<file path="src/rtl/bitop_arbiter.sv">
// bitop_arbiter: round-robin arbiter for two requesters sharing one
// 16-bit bitwise logic unit, with a registered, tagged response.
//
// Ports:
//   clk, rst_n          clock, async active-low reset
//   reqN_valid/ready    request handshake, N = 0,1
//   reqN_a, reqN_b      16-bit operands
//   reqN_op             00 AND, 01 OR, 10 XOR, 11 ANDN (A & ~B)
//   rsp_valid/ready     response handshake
//   rsp_id              requester that issued the response
//   rsp_data, rsp_zero  result and (result == 0) flag
//   op_count            wrapping count of accepted requests
module bitop_arbiter (
  input  logic        clk,
  input  logic        rst_n,
  input  logic        req0_valid,
  output logic        req0_ready,
  input  logic [15:0] req0_a,
  input  logic [15:0] req0_b,
  input  logic [1:0]  req0_op,
  input  logic        req1_valid,
  output logic        req1_ready,
  input  logic [15:0] req1_a,
  input  logic [15:0] req1_b,
  input  logic [1:0]  req1_op,
  output logic        rsp_valid,
  input  logic        rsp_ready,
  output logic        rsp_id,
  output logic [15:0] rsp_data,
  output logic        rsp_zero,
  output logic [15:0] op_count
);

  logic        r_rsp_valid;
  logic        r_rsp_id;
  logic [15:0] r_rsp_data;
  logic        r_rsp_zero;
  logic        r_last_gnt;
  logic [15:0] r_op_count;

  logic        w_slot_free;
  logic        w_gnt0;
  logic        w_gnt1;
  logic        w_accept;
  logic [15:0] w_a;
  logic [15:0] w_b;
  logic [1:0]  w_op;
  logic [15:0] w_result;

  // The output slot is free if empty or being drained this cycle.
  assign w_slot_free = !r_rsp_valid || rsp_ready;

  // Under contention, the requester not served last wins.
  assign w_gnt0 = req0_valid &&
                  (!req1_valid || r_last_gnt);
  assign w_gnt1 = req1_valid &&
                  (!req0_valid || !r_last_gnt);

  assign req0_ready = w_gnt0 && w_slot_free;
  assign req1_ready = w_gnt1 && w_slot_free;
  assign w_accept   = req0_ready || req1_ready;

  always_comb begin
    w_a      = req0_a;
    w_b      = req0_b;
    w_op     = req0_op;
    w_result = 16'h0000;
    if (w_gnt1) begin
      w_a  = req1_a;
      w_b  = req1_b;
      w_op = req1_op;
    end
    unique case (w_op)
      2'b00: w_result = w_a & w_b;
      2'b01: w_result = w_a | w_b;
      2'b10: w_result = w_a ^ w_b;
      2'b11: w_result = w_a & ~w_b;
    endcase
  end

  always_ff @(posedge clk or negedge rst_n) begin
    if (!rst_n) begin
      r_rsp_valid <= 1'b0;
      r_rsp_id    <= 1'b0;
      r_rsp_data  <= 16'h0000;
      r_rsp_zero  <= 1'b1;
      r_last_gnt  <= 1'b1;
      r_op_count  <= 16'h0000;
    end else begin
      if (w_accept) begin
        r_rsp_valid <= 1'b1;
        r_rsp_id    <= w_gnt1;
        r_rsp_data  <= w_result;
        r_rsp_zero  <= (w_result == 16'h0000);
        r_last_gnt  <= w_gnt1;
        r_op_count  <= r_op_count + 16'd1;
      end else if (rsp_ready) begin
        // Data is kept; only the valid bit drops.
        r_rsp_valid <= 1'b0;
      end
    end
  end

  assign rsp_valid = r_rsp_valid;
  assign rsp_id    = r_rsp_id;
  assign rsp_data  = r_rsp_data;
  assign rsp_zero  = r_rsp_zero;
  assign op_count  = r_op_count;

endmodule

</file>
<file path="config.mk">
export PLATFORM = sky130hd
export DESIGN_NAME = bitop_arbiter
export DESIGN_NICKNAME = d
export VERILOG_FILES = /design/src/rtl/bitop_arbiter.sv
export SDC_FILE = /design/constraint.sdc
export NUM_CORES = 1
export LEC_CHECK = 0
export ABC_AREA = 1
export BUFFER_PORTS_ARGS = -buffer_cell sky130_fd_sc_hd__buf_2
export CAP_MARGIN = 20
export CORE_ASPECT_RATIO = 1.2
export CORE_MARGIN = 2
export CORE_UTILIZATION = 45
export DETAILED_ROUTE_END_ITERATION = 6
export HOLD_SLACK_MARGIN = 0.02
export PLACE_DENSITY_LB_ADDON = 0.12
export SLEW_MARGIN = 40
export SYNTH_ARGS = -nofsm -noshare
export SYNTH_HDL_FRONTEND = slang
export SYNTH_SLANG_ARGS = --single-unit
</file>
<file path="constraint.sdc">
create_clock -name clk -period 6.5 [get_ports clk]
set_input_delay 0.975 -clock clk [delete_from_list [all_inputs] [get_ports clk]]
set_output_delay 0.975 -clock clk [all_outputs]
set_load 0.005 [all_outputs]
</file>
Yosys cells after proc, flatten, opt, wreduce, memory -nomap -nowiden --
Index checks and enable logic that the tools add are counted.
Operators by class: add/subtract/negate cells 1, equal/unequal tests 3, muxes and demuxes 6, reduce and logical (&&, ||, !) cells 15, bitwise logic cells 5
Operator list (number):
- $pmux 16 s4 | 1
- $and 16x16->16 | 2
- $mux 16 | 2
- $add 16x1->16 const B | 1
- $logic_not 16->1 | 1
- $not 16->16 | 1
- $or 16x16->16 | 1
- $xor 16x16->16 | 1
- $eq 2x2->1 const B | 2
- $logic_and 1x1->1 | 4
- $logic_not 1->1 | 4
- $logic_or 1x1->1 | 4
- $eq 2x1->1 const B | 1
- $logic_not 2->1 | 1
- $mux 1 | 2
- $mux 2 | 1
- $reduce_bool 2->1 | 1
Word-level totals: input bits 73, word-level logic and storage cells 36, register bits 36

Depth between registers and ports, before layout --
Gate-level depths: netlist of run 1.
word-level depth 8, depth in mapped cells 19

Least setup slack after synthesis of run 1 --
Ideal clock, no wire load.
kind input to register, from input req0_valid, to register r_rsp_zero, in the netlist rsp_zero, setup slack 3533 ps, stages 15, data arrival time 2892 ps, setup time 75 ps, path through nand2_1 > nand2_2 > buf_2 > o21ai_0 > ha_1 > inv_1 > clkbuf_1 > clkbuf_1 > nand2_1 > nand2_1 > nor2_1 > nand2_1 > nor2_1 > nand2_1 > nand2_1
On the way: longest elaborated chain between the ends 8, elaborated cells between the ends (all ways) 21, those cells by class eq/ne (3); mux (4); bitwise (5); reduce/logical (9)
Ends and longest elaborated chain:
- start, declared | RTL line 16 | input logic req0_valid,
- $logic_not 1->1 | RTL line 57 | (!req0_valid || !r_last_gnt);
- $logic_or 1x1->1 | RTL line 57
- $logic_and 1x1->1 | RTL line 56 | assign w_gnt1 = req1_valid &&
- $mux 16 | RTL line 68 | if (w_gnt1) begin
- $not 16->16 | RTL line 77 | 2'b11: w_result = w_a & ~w_b;
- $and 16x16->16 | RTL line 77
- $pmux 16 s4 | RTL line 73 | unique case (w_op)
- $logic_not 16->1 | RTL line 94 | r_rsp_zero <= (w_result == 16'h0000);
- end signal, assigned | RTL line 94
- end, declared | RTL line 37 | logic r_rsp_zero;
Parallel ways exist; a longest one is shown, timed or not. A chain may end at the register's enable or synchronous reset.

Worst setup path in the final report of run 1 --
Ends and elaborated chain as after synthesis.

==> results of run 1 <==
## cell usage in the layout (no fill, tap or decap)
master,netlist,routed
inv_1,53,52
buf_4,1,2
dfstp_2,2,2
clkbuf_1,10,2
buf_2,10,108
ha_1,20,20
xnor2_1,4,4
clkinv_1,0,1
dfrtp_1,34,34
o21a_1,1,1
o21ai_0,21,21
nand4_1,4,4
or2_2,1,1
nand3b_1,11,11
xor2_1,10,10
nand2_1,169,169
nand2_4,0,1
nor3_1,2,2
nor2_4,1,1
nor2_1,43,43
a21oi_1,1,1
inv_2,2,2
nand4_2,1,1
nand3_1,35,35
and3b_1,1,1
o21ai_1,13,13
nor4_1,2,2
nand4_4,1,1
clkbuf_8,0,6
a31oi_1,15,15
nand2_2,3,2
nor2_2,1,1
## power by group
| part | leakage, nW | internal (W) | total (W) | switching [W] |
|---|---|---|---|---|
| Sequential | 0.442 | 0.000297 | 0.000356 | 0.0000586 |
| Clock | 0.0455 | 0.0000863 | 0.000159 | 0.0000731 |
| Combinational | 1.72 | 0.000184 | 0.000455 | 0.000270 |
## final cells by class
class,count,area [um^2]
Fill cell,680,2780
Multi-Input combinational cell,360,1840
Sequential cell,36,903
Clock buffer,8,90.1
Tap cell,85,106
Inverter,55,206
Timing Repair Buffer,110,556
## path summary, 6_finish.rpt
| path | end | slack [ns] | cells after the start |
|---|---|---|---|
| min | rsp_zero | 0.48 | 2 |
| max reg2reg | rsp_zero | 2.63 | 14 |
| max | rsp_zero | 2.23 | 18 |
| max in group asynchronous | rsp_zero | 5.53 | 1 |
| min reg2reg | rsp_zero | 0.48 | 2 |
| min in group asynchronous | rsp_id | 0.62 | 1 |
## stage by stage
step / std cells / util, %
3_5_place_dp: 646 / 55.6
6_report: 654 / 57.1
3_3_place_gp: 646 / 55.6
2_1_floorplan: 473 / -
4_1_cts: 654 / 57.0
5_1_grt: 654 / 57.1
## metal layers
layer / wire length [um] / GRT usage, % / vias to the layer above
met5: 0 / 0 / -
met4: 110 / 7.90 / 0
met3: 466 / 3.27 / 8
met2: 3580 / 34.5 / 109
met1: 3540 / 29.0 / 1351
li1: - / - / 1698
## flip-flops by register name (all words and copies together) (netlist names)
name        flops
r_last_gnt      1
rsp_zero        1
op_count       16
rsp_id          1
rsp_data       16
rsp_valid       1
## cell families (layout without fill, tap and decap cells)
| kind of cell | after synthesis | after routing | share of synthesized area [%] |
|---|---|---|---|
| AOI/OAI and AO/OA | 51 | 51 | 9.06 |
| xor gates and xnor gates | 14 | 14 | 4.02 |
| adders and majority gates | 20 | 20 | 8.20 |
| buffers and inverters | 77 | 173 | 10.3 |
| DFF | 36 | 36 | 29.6 |
| and+or+nand+nor | 275 | 275 | 38.9 |
## worst register-to-register path, stage by stage (launching register included)
cell      delay, ns
dfstp_2        0.53
nand2_1        0.44
nand2_4        0.61
inv_2          0.12
or2_2          0.29
o21ai_0        0.11
ha_1           0.28
clkinv_1       0.63
a21oi_1        0.34
nand2_1        0.13
nor2_1         0.10
nand2_1        0.06
nor2_1         0.08
nand2_1        0.06
nand2_1        0.05
==> flow_summary.ini, run 1 <==
[worst_setup_path]
slowest_delay_ns = 0.60
cp.arrival_ns = 4.51
rr_startpoint = r_last_gnt
critPathRequiredTime_ns = 6.73
worstSetupPathType = in2reg
start_kind = input pin
crit_start = req0_valid
critical_path.cell_chain = buf_2 > nand2_1 > nand2_4 > inv_2 > or2_2 > o21ai_0 > inv_1 > ha_1 > inv_1 > nand3_1 > nand2_1 > nand2_1 > nand2_1 > nor2_1 > nand2_1 > nor2_1 > nand2_1 > nand2_1
crit_buf_inv = 4
crit_fanout = 53
cpMostUsedCell = nand2_1
slowest_stage = ha_1
critPathTopFamily = simple AND/OR/NAND/NOR gates
cp-end-kind = flop

[clock_network]
clk_latency_ns = 0.29
path_clk_slew_ns = 0.06
cts_resized = 0
hold_buffers = 0
cts_sinks = 36
cts_tree = built
cts_buffers = 5
cts_max_level = 2
cts_setup_buffers = 0
clockRootBuffer = clkbuf_8
cts_buffer_depth = 2

[placed_design]
dpl.hpwl_um = 6130
port_buffers = 109
place_area_um2 = 3600
preCtsSetupSlack_ns = 1.67
gp_congestion = 0.905

[floorplanning]
start_util_pct = 47.0
die_w_um = 79.2
num_rows = 32
dieArea_um2 = 7460
coreArea_um2 = 6490
ioPinCount = 110
die_h_um = 94.2

[timing]
fin_crit_ns = 4.27
max_clock_freq_ghz = 0.234
slew_headroom_pct = 49.4
setup_viol = 0
final-max-slew-violation-count = 0
fin_crit_sh_pct = 65.8
tightest_slew_ns = 0.755
rsz0062_at_grt = no
worst_clock_skew_ns = 0.00306
hold_viol = 0
finalWorstSetupSlack_ns = 2.23
setup_tns_ns = 0
hold_ws_ns = 0.475

[global_routing]
grt_pass1_vias = 2813
grt_pass1_wl_um = 12800
grt_overflow = 0
grt_max_degree = 54
grt_use_total_pct = 21.5
antenna_found_initial = 0

[cells_and_area]
nets = 661
design_area_um2 = 3700
drive_gt1_share_pct = 22.5
antenna_cells = 0
area_delta_synth_final_pct = 21.3

[synth]
yosys_register_bits = 36
post-synth-top-count-cell = nand2_1
synth_edf_count = 0
synthArstFlopShare_pct = 100
yosysWarnings = 0
synth_top_area_share_pct = 27.9
ys_top_cells_by_count = nand2_1, inv_1, nor2_1
yosysSeqAreaShare_pct = 29.6
yosysUniqueCellTypes = 30
syn_avg_cell_area_um2 = 6.45
syn-cell-area_um2 = 3050
synth_flop_cell = dfrtp_1
synthTopCellsByArea = dfrtp_1, nand2_1, ha_1
yosysTopAreaCell = dfrtp_1
syn_inst = 473
syn_nets = 566

[pwr]
ir_drop_v = 0.000172
p_leak_nw = 2.21
power_w = 0.000970
powerDensity_nw_per_um2 = 262

[drt]
wirelength_um = 7690
via_count = 3166
drt_first_pass_iters = 4
drtIter0Drc = 167
antenna_left = 0
wire_per_inst_um = 11.8
post-route-drc-count = 0
viasPerCell = 4.84

[hold_path]
hp-class = reg2reg
min_from = rsp_zero

[run]
cap_violations = 0

[run_status]
outcome = complete, no violations
Power figures use the tool's default switching activity.
==> run 2: changes to the inputs <==
clock period = 4.2 ns   (was 6.5 ns; I/O delays follow)
==> run 2 against run 1 <==
Net effect:
- total power is 55% higher
- register-to-register slack worse by 1.7 ns
- sequential share of layout area is 0.066 points lower
- sequential cell count stayed put
- critical endpoint unchanged
- critical path type unchanged
- combinational power is 55% higher
- sequential power is 54% higher
- clock power is 55% higher
==> flow_summary.ini, run 2 (synthesis gave the netlist of run 1 again) <==
[worst_setup_path]
start_kind = input pin
rr_startpoint = r_last_gnt
cp.arrival_ns = 3.59
critPathTopFamily = simple AND/OR/NAND/NOR gates
cp-end-kind = flop
cpMostUsedCell = nand2_1
crit_start = req1_valid
slowest_stage = ha_1
critPathRequiredTime_ns = 4.43
slowest_delay_ns = 0.56
crit_buf_inv = 4
worstSetupPathType = in2reg
critical_path.cell_chain = buf_2 > nand2_2 > inv_2 > or2_2 > o21ai_0 > inv_1 > ha_1 > inv_1 > nand3_1 > nand2_1 > nand2_1 > nand2_1 > nor2_1 > nand2_1 > nor2_1 > nand2_1 > nand2_1
crit_fanout = 22

[floorplanning]
coreArea_um2 = 6490
dieArea_um2 = 7460
ioPinCount = 110
die_h_um = 94.2
start_util_pct = 47.0
num_rows = 32
die_w_um = 79.2

[timing]
setup_tns_ns = 0
final-max-slew-violation-count = 0
fin_crit_ns = 3.37
rsz0062_at_grt = no
slew_headroom_pct = 49.8
hold_viol = 0
hold_ws_ns = 0.287
fin_crit_sh_pct = 80.2
setup_viol = 0
worst_clock_skew_ns = 0.00231
max_clock_freq_ghz = 0.297
tightest_slew_ns = 0.748

[cells_and_area]
area_delta_synth_final_pct = 21.6
nets = 663
fillCellCount = 685
final_cell_mix = nand2_1, buf_2, inv_1, nor2_1, nand3_1
antenna_cells = 0
final_common_cell = nand2_1
drive_gt1_share_pct = 22.8

[global_routing]
grt_use_total_pct = 21.4
grt_use_met2_pct = 35.6
top_usage_layer = met2
antenna_found_initial = 0
gr-usage-met3_pct = 2.40
grt_use_met1_pct = 28.9
grt_overflow = 0
grt_pass1_vias = 2951
grt_pass1_wl_um = 13000
grt_max_degree = 37

[clock_network]
cts_setup_buffers = 0
cts_buffers = 5
cts_max_level = 2
cts_buffer_depth = 2
cts_sinks = 36
hold_buffers = 0
clk_latency_ns = 0.28
clockRootBuffer = clkbuf_8
cts_resized = 0
path_clk_slew_ns = 0.07
cts_tree = built

[pwr]
p_leak_nw = 2.21
powerDensity_nw_per_um2 = 404
ir_drop_v = 0.000204

[drt]
via_count = 3189
drt_first_pass_iters = 5
wire_per_inst_um = 11.6
wirelength_um = 7630
antenna_left = 0
post-route-drc-count = 0
viasPerCell = 4.86
drtIter0Drc = 134

[run_status]
outcome = complete, no violations

[hold_path]
hp-class = in2async

[placed_design]
port_buffers = 109
dpl.hpwl_um = 6230
gp_congestion = 0.843

[run]
cap_violations = 0
## run 2: cell count changes in the layout (fill, tap and decap cells not counted), sizes merged
cell | before | now
buf | 110 | 112
## run 2: metal layers
layer	vias up	routed length, um	part of all wire (%)
li1	1697	-	-
met1	1375	3560	47
met2	111	3530	46
met3	6	449	5.9
met4	0	84	1.1
met5	-	0	0
## run 2: final timing paths
path | end | slack, ns | depth (start not counted)
max in group asynchronous | rsp_zero | 3.57 | 1
setup reg to reg | rsp_zero | 0.97 | 16
setup / recovery | rsp_zero | 0.83 | 17
hold / removal | op_count[0] | 0.29 | 1
min in group clk | rsp_id | 0.47 | 2
hold reg to reg | rsp_id | 0.47 | 2
## run 2: area by class of cell
cell class | count | area (um^2) | share of cell area (%)
well taps | 85 | 106 | 2.86
repair buffers | 112 | 571 | 15.4
flip-flops and latches | 36 | 903 | 24.3
multi-input cells | 360 | 1840 | 49.4
inverters | 55 | 206 | 5.56
clock buffers | 8 | 90.1 | 2.43
## run 2: metrics by stage
stage | power [W] | instances | worst slack, ns | util, % | cell area, um^2
after floorplan | 0.00101 | 473 | 1.58 | - | 3050
final | 0.00150 | 656 | 0.832 | 57.2 | 3710
after global routing | 0.00165 | 656 | 0.463 | 57.2 | 3710
after global placement | 0.00125 | 648 | 0.680 | 55.8 | 3620
after detailed placement | 0.00127 | 648 | 0.587 | 55.8 | 3620
after CTS | 0.00151 | 656 | 0.879 | 57.2 | 3710
## run 2: report_power, final
| part | switching, W | internal (W) | leakage [nW] |
|---|---|---|---|
| Clock | 0.000114 | 0.000134 | 0.0455 |
| Sequential | 0.0000894 | 0.000460 | 0.442 |
| Combinational | 0.000417 | 0.000287 | 1.73 |
